<file path="src/rtl/fetch_stage_pkg.sv">
// Shared RV32I types for the front end of the pipeline.
//
// Purpose: word, register-index and opcode types used across stages,
// plus the fetch FSM state encoding and the canonical NOP word that is
// used to fill bubbles in the IF/ID register.
//
// Contents:
//   rv32i_word     32-bit data/address word
//   rv32i_reg      5-bit architectural register index
//   rv32i_opcode   7-bit major opcode enumeration
//   fetch_state_t  FETCH / HOLD / DISCARD
//   NOP_INSTR      addi x0,x0,0
//   nextPc()       sequential pc increment, wraps modulo 2^32
package rv32i_types;

  typedef logic [31:0] rv32i_word;
  typedef logic [4:0]  rv32i_reg;

  typedef enum logic [6:0] {
    op_lui   = 7'b0110111,
    op_auipc = 7'b0010111,
    op_jal   = 7'b1101111,
    op_jalr  = 7'b1100111,
    op_br    = 7'b1100011,
    op_load  = 7'b0000011,
    op_store = 7'b0100011,
    op_imm   = 7'b0010011,
    op_reg   = 7'b0110011,
    op_csr   = 7'b1110011
  } rv32i_opcode;

  typedef enum logic [1:0] {
    FETCH   = 2'd0,
    HOLD    = 2'd1,
    DISCARD = 2'd2
  } fetch_state_t;

  localparam rv32i_word NOP_INSTR = 32'h0000_0013;

  // Plain 32-bit add; the carry out is dropped so 0xFFFF_FFFC wraps to 0.
  function automatic rv32i_word nextPc(input rv32i_word pc);
    return pc + 32'd4;
  endfunction

endpackage

</file>
<file path="src/rtl/fetch_stage_if_id_reg.sv">
// IF/ID pipeline register.
//
// Purpose: holds the valid bit, pc and instruction word handed from fetch
// to decode. Flush inserts a bubble (valid=0, pc=0, ir=NOP) and wins over
// load; with neither asserted the contents are held.
//
// Ports:
//   i_clk, i_rst      clock, synchronous active-high reset
//   i_load            capture i_valid/i_pc/i_ir
//   i_flush           replace contents with a bubble
//   i_valid/i_pc/i_ir incoming entry
//   o_valid/o_pc/o_ir registered entry
module if_id_reg
  import rv32i_types::*;
(
  input  logic        i_clk,
  input  logic        i_rst,
  input  logic        i_load,
  input  logic        i_flush,
  input  logic        i_valid,
  input  logic [31:0] i_pc,
  input  logic [31:0] i_ir,
  output logic        o_valid,
  output logic [31:0] o_pc,
  output logic [31:0] o_ir
);

  logic      r_valid;
  rv32i_word r_pc;
  rv32i_word r_ir;

  always_ff @(posedge i_clk) begin
    if (i_rst || i_flush) begin
      r_valid <= 1'b0;
      r_pc    <= '0;
      r_ir    <= NOP_INSTR;
    end else if (i_load) begin
      r_valid <= i_valid;
      r_pc    <= i_pc;
      r_ir    <= i_ir;
    end
  end

  assign o_valid = r_valid;
  assign o_pc    = r_pc;
  assign o_ir    = r_ir;

endmodule

</file>
<file path="src/rtl/fetch_stage.sv">
// Instruction fetch stage.
//
// Purpose: issues word-aligned reads to instruction memory, places returned
// words into the IF/ID register, absorbs downstream stalls with a one-entry
// skid buffer and handles EX-stage redirects, including the case where a
// redirect arrives while a read is still outstanding (DISCARD drains it).
//
// Ports:
//   clk, rst                 clock, synchronous active-high reset
//   imem_read/imem_address   read request and word address
//   imem_rdata/imem_resp     returned word and one-cycle completion pulse
//   stall_in                 downstream hazard, IF/ID must hold
//   redirect/redirect_pc     taken branch/jump target from EX
//   if_id_valid/pc/ir        IF/ID register contents
//   opcode..rd_id            decoded fields of if_id_ir
//   fetch_stall              fetch is waiting on memory
module fetch_stage
  import rv32i_types::*;
#(
  parameter logic [31:0] RESET_PC = 32'h0000_0060
) (
  input  logic        clk,
  input  logic        rst,
  output logic        imem_read,
  output logic [31:0] imem_address,
  input  logic [31:0] imem_rdata,
  input  logic        imem_resp,
  input  logic        stall_in,
  input  logic        redirect,
  input  logic [31:0] redirect_pc,
  output logic        if_id_valid,
  output logic [31:0] if_id_pc,
  output logic [31:0] if_id_ir,
  output rv32i_opcode opcode,
  output logic [2:0]  funct3,
  output logic [6:0]  funct7,
  output rv32i_reg    rs1_id,
  output rv32i_reg    rs2_id,
  output rv32i_reg    rd_id,
  output logic        fetch_stall
);

  fetch_state_t r_state;
  rv32i_word    r_pc;
  rv32i_word    r_reqAddr;
  logic         r_skidValid;
  rv32i_word    r_skidPc;
  rv32i_word    r_skidIr;
  logic         r_postReset;

  logic         w_resp;
  logic         w_loadCond;
  logic         w_load;
  logic         w_flush;
  logic         w_loadValid;
  rv32i_word    w_loadPc;
  rv32i_word    w_loadIr;
  rv32i_word    w_redirectPc;
  logic         w_unusedAddrBits;

  // A response landing in the first cycle after reset belongs to a read
  // issued before reset, so it is masked out.
  assign w_resp = imem_resp && !r_postReset;

  assign w_redirectPc     = {redirect_pc[31:2], 2'b00};
  assign w_unusedAddrBits = ^redirect_pc[1:0];

  // IF/ID takes a fresh word from memory, or the parked skid entry once the
  // stall clears. Without a load and without a stall the slot becomes a
  // bubble; a redirect always forces a bubble.
  assign w_loadCond = !stall_in &&
                      ((r_state == FETCH && w_resp) || r_state == HOLD);
  assign w_load     = !redirect && w_loadCond;
  assign w_flush    = redirect || (!stall_in && !w_loadCond);

  assign w_loadValid = (r_state == HOLD) ? r_skidValid : 1'b1;
  assign w_loadPc    = (r_state == HOLD) ? r_skidPc    : r_pc;
  assign w_loadIr    = (r_state == HOLD) ? r_skidIr    : imem_rdata;

  // Fetch FSM, pc and skid buffer. While draining in DISCARD the request
  // keeps its old address (r_reqAddr) and r_pc already holds the target.
  always_ff @(posedge clk) begin
    if (rst) begin
      r_state     <= FETCH;
      r_pc        <= RESET_PC;
      r_reqAddr   <= RESET_PC;
      r_skidValid <= 1'b0;
      r_skidPc    <= '0;
      r_skidIr    <= NOP_INSTR;
      r_postReset <= 1'b1;
    end else begin
      r_postReset <= 1'b0;
      if (redirect) begin
        r_pc        <= w_redirectPc;
        r_skidValid <= 1'b0;
        case (r_state)
          FETCH: begin
            if (!w_resp) begin
              r_state   <= DISCARD;
              r_reqAddr <= r_pc;
            end
          end
          DISCARD: r_state <= w_resp ? FETCH : DISCARD;
          default: r_state <= FETCH;
        endcase
      end else begin
        case (r_state)
          FETCH: begin
            if (w_resp) begin
              if (stall_in) begin
                r_skidValid <= 1'b1;
                r_skidPc    <= r_pc;
                r_skidIr    <= imem_rdata;
                r_state     <= HOLD;
              end else begin
                r_pc <= nextPc(r_pc);
              end
            end
          end
          HOLD: begin
            if (!stall_in) begin
              r_skidValid <= 1'b0;
              r_pc        <= nextPc(r_skidPc);
              r_state     <= FETCH;
            end
          end
          DISCARD: begin
            if (w_resp) r_state <= FETCH;
          end
          default: r_state <= FETCH;
        endcase
      end
    end
  end

  assign imem_read    = !rst && (r_state != HOLD);
  assign imem_address = (r_state == DISCARD) ? r_reqAddr : r_pc;
  assign fetch_stall  = !rst && ((r_state == FETCH && imem_read && !w_resp) ||
                                 r_state == DISCARD);

  if_id_reg u_if_id (
    .i_clk   (clk),
    .i_rst   (rst),
    .i_load  (w_load),
    .i_flush (w_flush),
    .i_valid (w_loadValid),
    .i_pc    (w_loadPc),
    .i_ir    (w_loadIr),
    .o_valid (if_id_valid),
    .o_pc    (if_id_pc),
    .o_ir    (if_id_ir)
  );

  assign opcode = rv32i_opcode'(if_id_ir[6:0]);
  assign funct3 = if_id_ir[14:12];
  assign funct7 = if_id_ir[31:25];
  assign rs1_id = if_id_ir[19:15];
  assign rs2_id = if_id_ir[24:20];
  assign rd_id  = if_id_ir[11:7];

endmodule
</file>
<file path="config.mk">
export PLATFORM = sky130hd
export DESIGN_NAME = fetch_stage
export DESIGN_NICKNAME = d
export VERILOG_FILES = /design/src/rtl/fetch_stage_pkg.sv /design/src/rtl/fetch_stage_if_id_reg.sv /design/src/rtl/fetch_stage.sv
export SDC_FILE = /design/constraint.sdc
export NUM_CORES = 1
export LEC_CHECK = 0
export CAP_MARGIN = 20
export CORE_ASPECT_RATIO = 1.2
export CORE_MARGIN = 5
export CORE_UTILIZATION = 46
export CTS_CLUSTER_DIAMETER = 100
export DETAILED_ROUTE_END_ITERATION = 16
export PLACE_DENSITY = 0.73
export REMOVE_ABC_BUFFERS = 1
export SYNTH_ARGS = -nofsm -noshare
export SYNTH_HDL_FRONTEND = slang
export SYNTH_SLANG_ARGS = --single-unit
</file>
<file path="constraint.sdc">
create_clock -name clk -period 3 [get_ports clk]
set_input_delay 0.75 -clock clk [delete_from_list [all_inputs] [get_ports clk]]
set_output_delay 0.75 -clock clk [all_outputs]
set_load 0.02 [all_outputs]
</file>
# After elaboration in Yosys (flattened, before gate mapping)
# Cells that the tools add are included.
[totals]
register_bits = 197
elab_cells = 80
out_inout_bits = 131
in_bits = 69
[classes]
mux = 23
bitwise_logic = 2
n_eq_ne = 13
n_reduce_logical = 29
n_addsub = 2
[op_table]
columns = ["op", "n"]
rows = [
  ["two-way mux 32 bit", 7],
  ["adder 32 x 3 -> 32 bit (second input constant)", 2],
  ["case mux 32 bit (2 select lines)", 1],
  ["inequality test 3 bit (second input constant)", 6],
  ["AND reduction 4 bit", 4],
  ["two-way mux 2 bit", 7],
  ["logical AND 1 bit", 9],
  ["inequality test 2 bit (second input constant)", 4],
  ["logical NOT 1 bit", 6],
  ["case mux 2 bit (3 select lines)", 1],
  ["two-way mux 1 bit", 5],
  ["AND reduction 5 bit", 1],
  ["logical OR 1 bit", 4],
  ["case mux 2 bit (2 select lines)", 1],
  ["AND reduction 3 bit", 1],
  ["nonzero test 3 bit", 1],
  ["equality test 2 x 1 -> 1 bit (second input constant)", 1],
  ["equality test 2 bit (second input constant)", 1],
  ["logical NOT 2 bit", 1],
  ["inequality test 2 x 1 -> 1 bit (second input constant)", 1],
  ["NOT 1 bit", 2],
  ["case mux 1 bit (2 select lines)", 1],
  ["nonzero test 2 bit", 1],
  ["OR reduction 2 bit", 1],
]

# Depth between registers and ports, before layout
[logic_depth]
word_depth = 9
ltp_mapped = 16
ltp_nobuf = 10

# Hierarchy
# From an unflattened synthesis, not the netlist that was laid out.
[hier_totals]
cells_unflattened = 1231
area_unflattened_um2 = 9694.3
[modules_own_cells]
columns = ["module", "cells_per_inst", "instances", "area_per_inst_um2", "seq_area_each_um2"]
rows = [
  ["fetch_stage", 1020, 1, 7382.1, 2642.5],
  ["if_id_reg", 211, 1, 2312.2, 1301.2],
]

# Worst setup path after synthesis
# Ideal clock, no wire load.
[synth_path]
kind = "register to register"
startpoint = "reg r_state[0]"
endpoint = "reg r_pc[30]"
path_stages_with_launch = 17
setup_time_ns = 0.131
path_buffers = 6
slack_ns = -0.255
period_less_slack_ns = 3.255
t_arrival_ns = 3.123
required_time_ns = 2.869
cell_sequence = "dfxtp_1 and2b_1 buf_4 buf_6 buf_2 buf_2 clkbuf_1 nand2_1 nand2_1 ha_1 o211a_1 nand4b_2 buf_6 nor4_4 nand2_1 a2111oi_2 nor4_2"
[synth_via]
elab_chain_len = 3
elab_cells_between_ends = 9
cone_classes = "eq/ne (4); mux (2); reduce/logical (3)"
[synth_rtl]
columns = ["element", "line", "text"]
rows = [
  ["from (decl)", "fetch_stage.sv:43", "fetch_state_t r_state;"],
  ["from (signal assigned)", "fetch_stage.sv:103", "DISCARD: r_state <= w_resp ? FETCH : DISCARD;"],
  ["equality test 2 x 1 -> 1 bit or logical NOT 2 bit (tied branches)", "fetch_stage.sv:107", "case (r_state)"],
  ["inequality test 3 bit (no source line), or another cell as far along", "n/a", ""],
  ["AND reduction 4 bit (no source line) or two-way mux 32 bit (tied branches)", "n/a", ""],
  ["to (signal assigned)", "fetch_stage.sv:94", "r_pc <= w_redirectPc;"],
  ["to (signal assigned)", "fetch_stage.sv:116", "r_pc <= nextPc(r_pc);"],
  ["to (signal assigned)", "fetch_stage.sv:123", "r_pc <= nextPc(r_skidPc);"],
  ["to (decl)", "fetch_stage.sv:44", "rv32i_word r_pc;"],
]
# Several ways; a longest one is shown, not always the timed one.
# A chain may end at the register's enable or synchronous reset.

# Worst setup path in the final report
[layout_path]
startpoint = "reg r_state[0]"
endpoint = "out imem_address[15]"
[layout_via]
elab_chain_len = 2
[layout_rtl]
columns = ["element", "line", "text"]
rows = [
  ["equality test 2 bit", "fetch_stage.sv:137", "assign imem_address = (r_state == DISCARD) ? r_reqAddr : r_pc;"],
  ["two-way mux 32 bit", "fetch_stage.sv:137", ""],
  ["to (decl)", "fetch_stage.sv:25", "output logic [31:0] imem_address,"],
]
# No other way between the ends.

==> qor.yml <==
status: "completed"
drv_slew: 0
timing.fmax_mhz: 347
fillers: 1924
rsz0062_at_grt: "no"
io_buffers: 197
drt-wirelength-per-cell_um: 17.1
synth.cell_area_sq_mm: 0.00941
cts_num_sinks: 197
clk_latency_ns: 0.43
yosys-top-cells-area: "dfxtp_1 (42%), nand2_1 (14%), a21oi_1 (7.0%)"
ys_types: 60
ir_drop_mv: 0.395
setup_slack_ns: 0.122
hold_class: "flip-flop to flip-flop"
sw_frac_of_total_pct: 26.0
drive_above_1_share_pct: 10.0
drtAntennaViolNets: 0
finClkSkew_ns: 0.00843
dpl.hpwl_um: 19000
clock_power_share_pct: 39.7
synth_seq_cells: 197
dieHeight_um: 167
gr-total-overflow: 0
max-cap-violations: 0
cts_tree: "built"
setup_viol: 0
grtUsageTotal_pct: 23.1
die_area_sq_mm: 0.0234
vias: 9014
power.switching_mw: 1.48
gp_congestion: 0.881
ys.flop_type: "dfxtp_1"
rows: 57
max_slew_margin_pct: 52.6
crit_chain: "buf_4 > inv_1 > nand2_1 > buf_4 > mux2_2 > dlygate4sd2_1"
yosysWarnings: 0
cts_made_buffers: 17
synth_area_leader_cell: "dfxtp_1"
worst-path-max-fanout: 10
place_inst: 1601
antenna_found_initial: 0
initial_core_util_pct: 46.6
p_int_mw: 4.20
power.total_mw: 5.68
syn_inst: 1215
cts_buffer_depth: 2
worstPathArrival_ns: 2.13
crit_required_ns: 2.25
end_kind: "output pin"
drtIter0Drc: 457
async_flop_share_pct: 0
tightest_slew_ns: 0.711
grt_pass1_vias: 8564
synth_edf_count: 0
pre_cts_ws_ns: 0.0714
critPathLaunchType: "flip-flop"
cp_common_cell: "buf_4"
finalCritPeriodShare_pct: 95.9
synth_top_cells_by_count: "nand2_1 (345), dfxtp_1 (197), a21oi_1 (131)"
slowest_stage: "dfxtp_1"
drtPass1Iterations: 5
clk_pin_slew_ns: 0.07
comb_power_share_pct: 12.0
hold_violations: 0
die_w_um: 141
grt_first_pass_wirelength_um: 44500
via_per_inst: 5.52
syn2layout_area_growth_pct: 29.0
clock-root-buffer: "clkbuf_16"
tns_ns: 0
synth_top_area_share_pct: 41.9
p_seq_share_pct: 48.4
cts_setup_buffers: 0
critical_path.max_stage_delay_ns: 0.41
top_level_ports: 200
synth_area_per_cell_sq_um: 7.75
final_cell_count_no_fill: 1633
postLayoutCoreUtil_pct: 60.1
cts.htree.levels: 4
grt_max_degree: 65
wirelength_um: 28000
ys_seq_area_share_pct: 41.9
drcViolationCount: 0
period_minus_slack_ns: 2.88
fin_nets: 1425
power.density_mw_per_mm2: 468
yosys.cell_count.top_type: "nand2_1"
antenna_cells: 0
critPathKind: "flip-flop to output pin"
p_leak_nw: 4.42
coreArea_sq_mm: 0.0202
## logic make-up (layout without fill, tap and decap cells)
| logic type | after synthesis | count (layout) | share of synthesized area, % |
|---|---|---|---|
| compound gates | 264 | 264 | 17.8 |
| xor+xnor | 17 | 17 | 1.58 |
| fa+ha+maj | 1 | 1 | 0.133 |
| buf+inv | 136 | 289 | 7.02 |
| flops | 197 | 197 | 41.9 |
| mux | 70 | 70 | 7.90 |
| simple gates | 530 | 530 | 23.7 |
## area by class of cell
class / instances / area (sq um) / area share (%)
multi-input combinational: 882 / 4850 / 40.0
tap: 265 / 332 / 2.73
clock inverter: 13 / 130 / 1.07
inverter: 6 / 22.5 / 0.186
clock buffer: 19 / 433 / 3.57
sequential: 197 / 3940 / 32.5
timing repair buffer: 251 / 2420 / 20.0
## sequential cells by signal (all words and copies together), names as in the netlist
signal,cells
u_if_id.o_ir,32
r_postReset,1
r_skidValid,1
r_pc,32
r_skidIr,32
r_state,2
u_if_id.o_valid,1
r_reqAddr,32
u_if_id.o_pc,32
r_skidPc,32
## layer usage
| layer | wire (um) | track usage (%) |
|---|---|---|
| met5 | 0 | 0 |
| met4 | 702 | 7.67 |
| met3 | 1560 | 3.99 |
| met2 | 13800 | 40.5 |
| met1 | 11900 | 28.8 |
## power groups by stage
stage / registers, mW / logic, mW / clock network, mW
after global routing: 2.75 / 0.738 / 2.39
final: 2.74 / 0.681 / 2.25
after floorplan: 2.80 / 0.326 / 0
after CTS: 2.74 / 0.685 / 2.29
after global placement: 2.80 / 0.694 / 0
after detailed placement: 2.80 / 0.702 / 0
## critical path, delay by kind of cell (launching register included)
kind / cells / cell delay, ns
buffers and inverters: 4 / 0.80
multiplexers: 1 / 0.39
flip-flops: 1 / 0.41
AND/OR/NAND/NOR: 1 / 0.11
## what timing repair did
| item | CTS | global route |
|---|---|---|
| setup endpoints to repair | 32 | 1 |
| pin swaps | 0 | 0 |
| resized for setup | 33 | 1 |
| hold buffers | 0 | 0 |
## per-stage QoR
step                instance area (sq um)  hold WS (ns)
floorplan                            8770         0.428
global placement                    11600         0.439
detailed placement                  11600         0.447
CTS                                 12100         0.456
global route                        12100         0.472
finish                              12100         0.455
## path summary, 6_finish.rpt
path | start | to | slack, ns | cells after the start
setup reg to reg | r_state[0] | r_pc[16] | 0.23 | 11
setup / recovery | r_state[0] | imem_address[15] | 0.12 | 6
hold / removal | r_skidIr[7] | r_skidIr[7] | 0.45 | 2
hold reg to reg | r_skidIr[7] | r_skidIr[7] | 0.45 | 2
## layout by cell type, fill, tap and decap left out, drive strengths merged, types with 4 or more instances in the layout
| cell | netlist | final |
|---|---|---|
| nand3 | 19 | 19 |
| clkbuf | 77 | 19 |
| nor4 | 8 | 8 |
| nor2 | 93 | 93 |
| nand3b | 8 | 8 |
| buf | 53 | 56 |
| a211oi | 26 | 26 |
| a311oi | 37 | 37 |
| nand2 | 345 | 345 |
| nand2b | 6 | 6 |
| a31oi | 8 | 8 |
| dlygate4sd2 | 0 | 32 |
| mux2i | 36 | 36 |
| o21ai | 20 | 20 |
| clkdlybuf4s50 | 0 | 162 |
| a221oi | 6 | 6 |
| a21oi | 131 | 131 |
| nand4 | 4 | 4 |
| xor2 | 9 | 9 |
| nor3 | 20 | 20 |
| mux2 | 34 | 34 |
| o22ai | 8 | 8 |
| and3 | 12 | 12 |
| dfxtp | 197 | 197 |
| a211o | 4 | 4 |
| xnor2 | 8 | 8 |
| inv | 6 | 10 |
| clkinv | 0 | 7 |
No activity file was read; power rests on OpenSTA's default activity.
